### src/rtl/axi4_lite_line_writeback_seq_pkg.sv
// Shared types and geometry helpers for the cache-line write-back sequencer.
package axi4_lite_line_writeback_seq_pkg;

    typedef enum logic [1:0] {
        IDLE  = 2'd0,
        START = 2'd1,
        WAIT  = 2'd2,
        DONE  = 2'd3
    } t_wb_state;

    function automatic int unsigned bpw(input int unsigned dw);
        return dw / 8;
    endfunction

    // Number of low address bits covered by one line.
    function automatic int unsigned off_width(input int unsigned dw, input int unsigned wpl);
        return $clog2(wpl * (dw / 8));
    endfunction

endpackage

### src/rtl/axi4_lite_line_writeback_seq.sv
// Sequences one cache line as WORDS_PER_LINE single-beat writes through
// axi4_lite_master_write, aborting on the first error response.
module axi4_lite_line_writeback_seq
    import axi4_lite_line_writeback_seq_pkg::*;
#(
    parameter int unsigned AXI_ADDR_WIDTH = 64,
    parameter int unsigned AXI_DATA_WIDTH = 32,
    parameter int unsigned WORDS_PER_LINE = 16
) (
    input  logic                                   clk,
    input  logic                                   arst,
    input  logic                                   i_wb_start,
    input  logic [AXI_ADDR_WIDTH-1:0]              i_wb_addr,
    input  logic [AXI_DATA_WIDTH*WORDS_PER_LINE-1:0] i_wb_line,
    output logic                                   o_wb_busy,
    output logic                                   o_wb_done,
    output logic                                   o_wb_fault,
    output logic [AXI_ADDR_WIDTH-1:0]              o_addr,
    output logic [AXI_DATA_WIDTH-1:0]              o_data,
    output logic                                   o_start_write,
    input  logic                                   i_done,
    input  logic                                   i_write_fault
);

    localparam int unsigned AW   = AXI_ADDR_WIDTH;
    localparam int unsigned DW   = AXI_DATA_WIDTH;
    localparam int unsigned WPL  = WORDS_PER_LINE;
    localparam int unsigned LW   = DW * WPL;
    localparam int unsigned BPW  = bpw(DW);
    localparam int unsigned OFFW = off_width(DW, WPL);
    localparam int unsigned IDXW = $clog2(WPL);

    localparam logic [AW-1:0]   ALIGN_MASK = {{(AW-OFFW){1'b1}}, {OFFW{1'b0}}};
    localparam logic [AW-1:0]   ADDR_STEP  = AW'(BPW);
    localparam logic [IDXW-1:0] LAST_IDX   = IDXW'(WPL - 1);

    t_wb_state       state_q, state_d;
    logic [IDXW-1:0] idx_q, idx_d;
    logic [AW-1:0]   addr_q, addr_d;
    logic [LW-1:0]   line_q, line_d;
    logic            fault_q, fault_d;

    always_ff @(posedge clk or posedge arst) begin
        if (arst) begin
            state_q <= IDLE;
            idx_q   <= '0;
            addr_q  <= '0;
            line_q  <= '0;
            fault_q <= 1'b0;
        end else begin
            state_q <= state_d;
            idx_q   <= idx_d;
            addr_q  <= addr_d;
            line_q  <= line_d;
            fault_q <= fault_d;
        end
    end

    // addr_q tracks base + idx*BPW incrementally, so it wraps modulo 2^AW.
    always_comb begin
        state_d = state_q;
        idx_d   = idx_q;
        addr_d  = addr_q;
        line_d  = line_q;
        fault_d = fault_q;
        case (state_q)
            IDLE: begin
                if (i_wb_start) begin
                    addr_d  = i_wb_addr & ALIGN_MASK;
                    line_d  = i_wb_line;
                    idx_d   = '0;
                    fault_d = 1'b0;
                    state_d = START;
                end
            end
            START: begin
                state_d = WAIT;
            end
            WAIT: begin
                if (i_done) begin
                    if (i_write_fault) begin
                        fault_d = 1'b1;
                        state_d = DONE;
                    end else if (idx_q == LAST_IDX) begin
                        state_d = DONE;
                    end else begin
                        idx_d   = idx_q + 1'b1;
                        addr_d  = addr_q + ADDR_STEP;
                        state_d = START;
                    end
                end
            end
            DONE: begin
                state_d = IDLE;
            end
            default: begin
                state_d = IDLE;
            end
        endcase
    end

    // Status strobes decode directly from the state flops (Moore).
    assign o_start_write = (state_q == START);
    assign o_wb_busy     = (state_q != IDLE);
    assign o_wb_done     = (state_q == DONE);
    assign o_wb_fault    = (state_q == DONE) && fault_q;
    assign o_addr        = addr_q;
    assign o_data        = line_q[DW*int'(idx_q) +: DW];

endmodule

### config.mk
export PLATFORM = sky130hd
export DESIGN_NAME = axi4_lite_line_writeback_seq
export DESIGN_NICKNAME = d
export VERILOG_FILES = /design/src/rtl/axi4_lite_line_writeback_seq_pkg.sv /design/src/rtl/axi4_lite_line_writeback_seq.sv
export SDC_FILE = /design/constraint.sdc
export NUM_CORES = 1
export LEC_CHECK = 0
export BUFFER_PORTS_ARGS = -buffer_cell sky130_fd_sc_hd__buf_2
export CAP_MARGIN = 20
export CORE_ASPECT_RATIO = 0.75
export CORE_MARGIN = 2
export CORE_UTILIZATION = 35
export CTS_CLUSTER_SIZE = 24
export DETAILED_ROUTE_END_ITERATION = 8
export PLACE_DENSITY_LB_ADDON = 0.25
export SLEW_MARGIN = 20
export SYNTH_ARGS = -nofsm -noshare
export SYNTH_HDL_FRONTEND = slang
export SYNTH_SLANG_ARGS = --single-unit
### constraint.sdc
create_clock -name clk -period 22.9 [get_ports clk]
set_input_delay 0 -clock clk [delete_from_list [all_inputs] [get_ports clk]]
set_output_delay 0 -clock clk [all_outputs]
set_load 0.03 [all_outputs]
==> metrics <==
number of gates resized after cts=0; GP Congestion=0.888; worst-path maximum fanout=39; Worst-Skew Late Latency=0.65 ns; worst reg-to-reg setup slack=19.25 ns; Via-to-Cell Ratio=5.01; vertical die dimension=246 um; Tightest Pin Transition=1.24 ns; Post-Layout Cell Count=5183; TritonCTS sink count=581; cells taking the most area after synthesis=sky130_fd_sc_hd__dfrtp_1, sky130_fd_sc_hd__nand2_1, sky130_fd_sc_hd__mux4_2; cell depth of the worst flop-to-flop path=5; Netlist Area Pre-Place=27400 um^2; reported leakage power=19.6 nW; register area share after synthesis=53.1%; number of global-route vias before repair=26200; leading area contributor after synthesis=sky130_fd_sc_hd__dfrtp_1; layout cell share with drive strength beyond 1=24.2%; Initial Utilization=35.5%; multi-input gate area in the final layout=12100 um^2; pin count of the biggest net entering global routing=236; Power Density=131 nW/um^2; Hold/Removal Path Class=in2async; Netlist cell types=70; number of cells produced by synthesis=2925; maximum ir drop on the vdd rail=0.0978 mV; routed via count=26000; remaining max-slew budget at the tightest pin=17.6%; result of the run=finished clean; # DRC=0; Worst R2R End=line_q[324]; Max Buffers Root-to-Sink=3; share of flip-flops with an asynchronous set or reset after synthesis=100%; Top FF cell, synth=sky130_fd_sc_hd__dfrtp_1; initial DRC count=2053; area share of the largest cell type after synthesis=53.1%; Worst R2R Start=state_q[0]; Met3 Wirelength=8160 um; #FFs+latches synth=581; EDFF count, synth=0; final setup vio count=0; # placed instances=4465; synth warn=0; floorplan die width=327 um; timing startpoint of the critical path=idx_q[0]; layout filler cell count=6916; first-pass GRT wire length=161000 um; top layer reached by signal wires=met5; wire length on met1=46300 um; CTS Root Cell=sky130_fd_sc_hd__clkbuf_16; routed length per placed instance=20.7 um; Inserted Clock Buffers=61; path type of the worst setup path=reg2out; Critical Path End Type=primary output; setup clock skew after layout=0.0339 ns; die outline area=80500 um^2; number of antenna violations at the first check in global routing=34; number of core rows=88; met2 wire length=49400 um; arrival time of data at the critical path endpoint=4.30 ns; Ports=681; max-cap viol count=0; overall global routing resource usage=26.2%; share of the cycle needed by the critical path after routing=18.8%; critical path data required time=22.90 ns; startpoint class of the critical path=register; Nets=4656; Max Clk Rate=233 MHz; Sum Neg Setup Slack=0 ns; TritonCTS clock tree=done; quantity of I/O buffers inserted on ports=672; clock slew at reported path FFs=0.06 ns; number of endpoints with negative hold slack in the final report=0; H-tree depth=2; fin crit period=4.30 ns; DP Wirelength=71400 um; Core ar.=77200 um^2; router iterations before antenna repair=7; Reg area=14600 um^2; leftover overflow at the end of global routing=0; unrepaired setup endpoints after global routing=no; detailed-route wire length=107000 um; Layout Area Growth over Synthesis=45.1%; synthesized area per cell=9.36 um^2; Post-DRT Antenna Nets=0; Final Slew Violations=0
[critical path, stage by stage, from the launching register on]
cell                      delay (ns)
sky130_fd_sc_hd__dfrtp_4        0.71
sky130_fd_sc_hd__buf_4          0.63
sky130_fd_sc_hd__buf_4          0.79
sky130_fd_sc_hd__mux4_2         0.66
sky130_fd_sc_hd__mux4_2         0.60
sky130_fd_sc_hd__buf_2          0.22
[Yosys cell counts (7+ instances only)]
master / count
sky130_fd_sc_hd__nand4_1: 36
sky130_fd_sc_hd__nor3_1: 17
sky130_fd_sc_hd__clkbuf_1: 169
sky130_fd_sc_hd__a21oi_1: 44
sky130_fd_sc_hd__o311ai_0: 7
sky130_fd_sc_hd__nor2_1: 38
sky130_fd_sc_hd__buf_1: 18
sky130_fd_sc_hd__nand2_1: 1600
sky130_fd_sc_hd__a31oi_1: 10
sky130_fd_sc_hd__o21ai_0: 21
sky130_fd_sc_hd__mux4_2: 160
sky130_fd_sc_hd__nand3_1: 51
sky130_fd_sc_hd__and3_1: 17
sky130_fd_sc_hd__o211ai_1: 9
sky130_fd_sc_hd__dfrtp_1: 581
sky130_fd_sc_hd__o22ai_1: 12
sky130_fd_sc_hd__nor4_1: 9
sky130_fd_sc_hd__or4_1: 16
sky130_fd_sc_hd__o22a_1: 7
[layout by cell type (no fill, tap or decap), types with 9 or more instances in the layout]
master | netlist | routed
sky130_fd_sc_hd__a21oi_1 | 44 | 43
sky130_fd_sc_hd__a31oi_1 | 10 | 10
sky130_fd_sc_hd__and3_1 | 17 | 17
sky130_fd_sc_hd__buf_2 | 2 | 672
sky130_fd_sc_hd__buf_4 | 2 | 20
sky130_fd_sc_hd__bufinv_16 | 0 | 12
sky130_fd_sc_hd__clkbuf_16 | 0 | 61
sky130_fd_sc_hd__clkbuf_8 | 0 | 15
sky130_fd_sc_hd__clkinv_2 | 0 | 13
sky130_fd_sc_hd__dfrtp_1 | 581 | 577
sky130_fd_sc_hd__diode_2 | 0 | 23
sky130_fd_sc_hd__dlygate4sd3_1 | 0 | 580
sky130_fd_sc_hd__mux4_2 | 160 | 160
sky130_fd_sc_hd__nand2_1 | 1600 | 1600
sky130_fd_sc_hd__nand3_1 | 51 | 51
sky130_fd_sc_hd__nand4_1 | 36 | 36
sky130_fd_sc_hd__nor2_1 | 38 | 38
sky130_fd_sc_hd__nor3_1 | 17 | 17
sky130_fd_sc_hd__nor4_1 | 9 | 9
sky130_fd_sc_hd__o211ai_1 | 9 | 9
sky130_fd_sc_hd__o21ai_0 | 21 | 21
sky130_fd_sc_hd__o22ai_1 | 12 | 12
sky130_fd_sc_hd__or4_1 | 16 | 16
[how the worst max path moves through the flow]
stage,end,depth (start not counted)
6_report,o_data[9],5
3_5_place_dp,o_data[9],5
2_1_floorplan,fault_q,1
3_3_place_gp,o_data[9],5
5_1_grt,o_data[9],5
4_1_cts,o_data[9],5
[metrics by stage]
stage / power, mW / area, um^2 / setup WS [ns] / utilization (%) / hold WS, ns
after global placement: 4.00 / 31600 / 19.20 / 40.9 / 0.190
after CTS: 5.25 / 39700 / 18.43 / 51.4 / 0.0212
final: 5.22 / 39700 / 18.60 / 51.4 / 0.0551
after detailed placement: 4.03 / 31600 / 19.17 / 40.9 / 0.192
after floorplan: 3.22 / 27400 / 6.64 / - / 0.105
after global routing: 5.55 / 39700 / 18.34 / 51.4 / 0.0529
[state kept, by name (all words and copies together), names as in the netlist]
signal   count
idx_q        4
state_q      2
fault_q      1
line_q     512
o_addr      62
[power breakdown]
group	internal [mW]	switching (mW)	total (mW)
combinational	0.857	1.37	2.23
sequential	1.52	0.342	1.86
clock	0.674	0.452	1.13
total	3.05	2.17	5.22
[metal layers]
| metal | up-vias | GRT usage (%) |
|---|---|---|
| met3 | 193 | 5.71 |
| met5 | - | 0 |
| met1 | 12700 | 36.1 |
| li1 | 12000 | - |
| met4 | 14 | 8.34 |
| met2 | 995 | 41.3 |
[cell families (layout without fill, tap and decap cells)]
logic type      count (synthesis)  after routing  synth area share (%)
flops                         581            581                  53.1
xor+xnor                        4              4                 0.128
simple gates                 1832           1832                  27.1
other cells                     1             25                0.0137
fa+ha+maj                       2              2                0.0914
compound gates                147            147                  3.55
buf+inv                       196           1395                  2.76
mux                           162            162                  13.2
[repair_timing]
action | 4_1_cts | 5_1_grt
hold buffers | 580 | 0
endpoints found under the hold margin | 683 | 0
setup buffers | 0 | 0
[final cells by class]
cell class              instances  area share, %
inverters                       3         0.0473
diodes                         23          0.145
repair buffers               1277           23.7
multi-input cells            2149           30.5
well taps                    1035           3.26
clock inverters                32           1.25
clock buffers                  83           4.43
flip-flops and latches        581           36.6
Note: power is estimated with default switching activity, not from simulation.
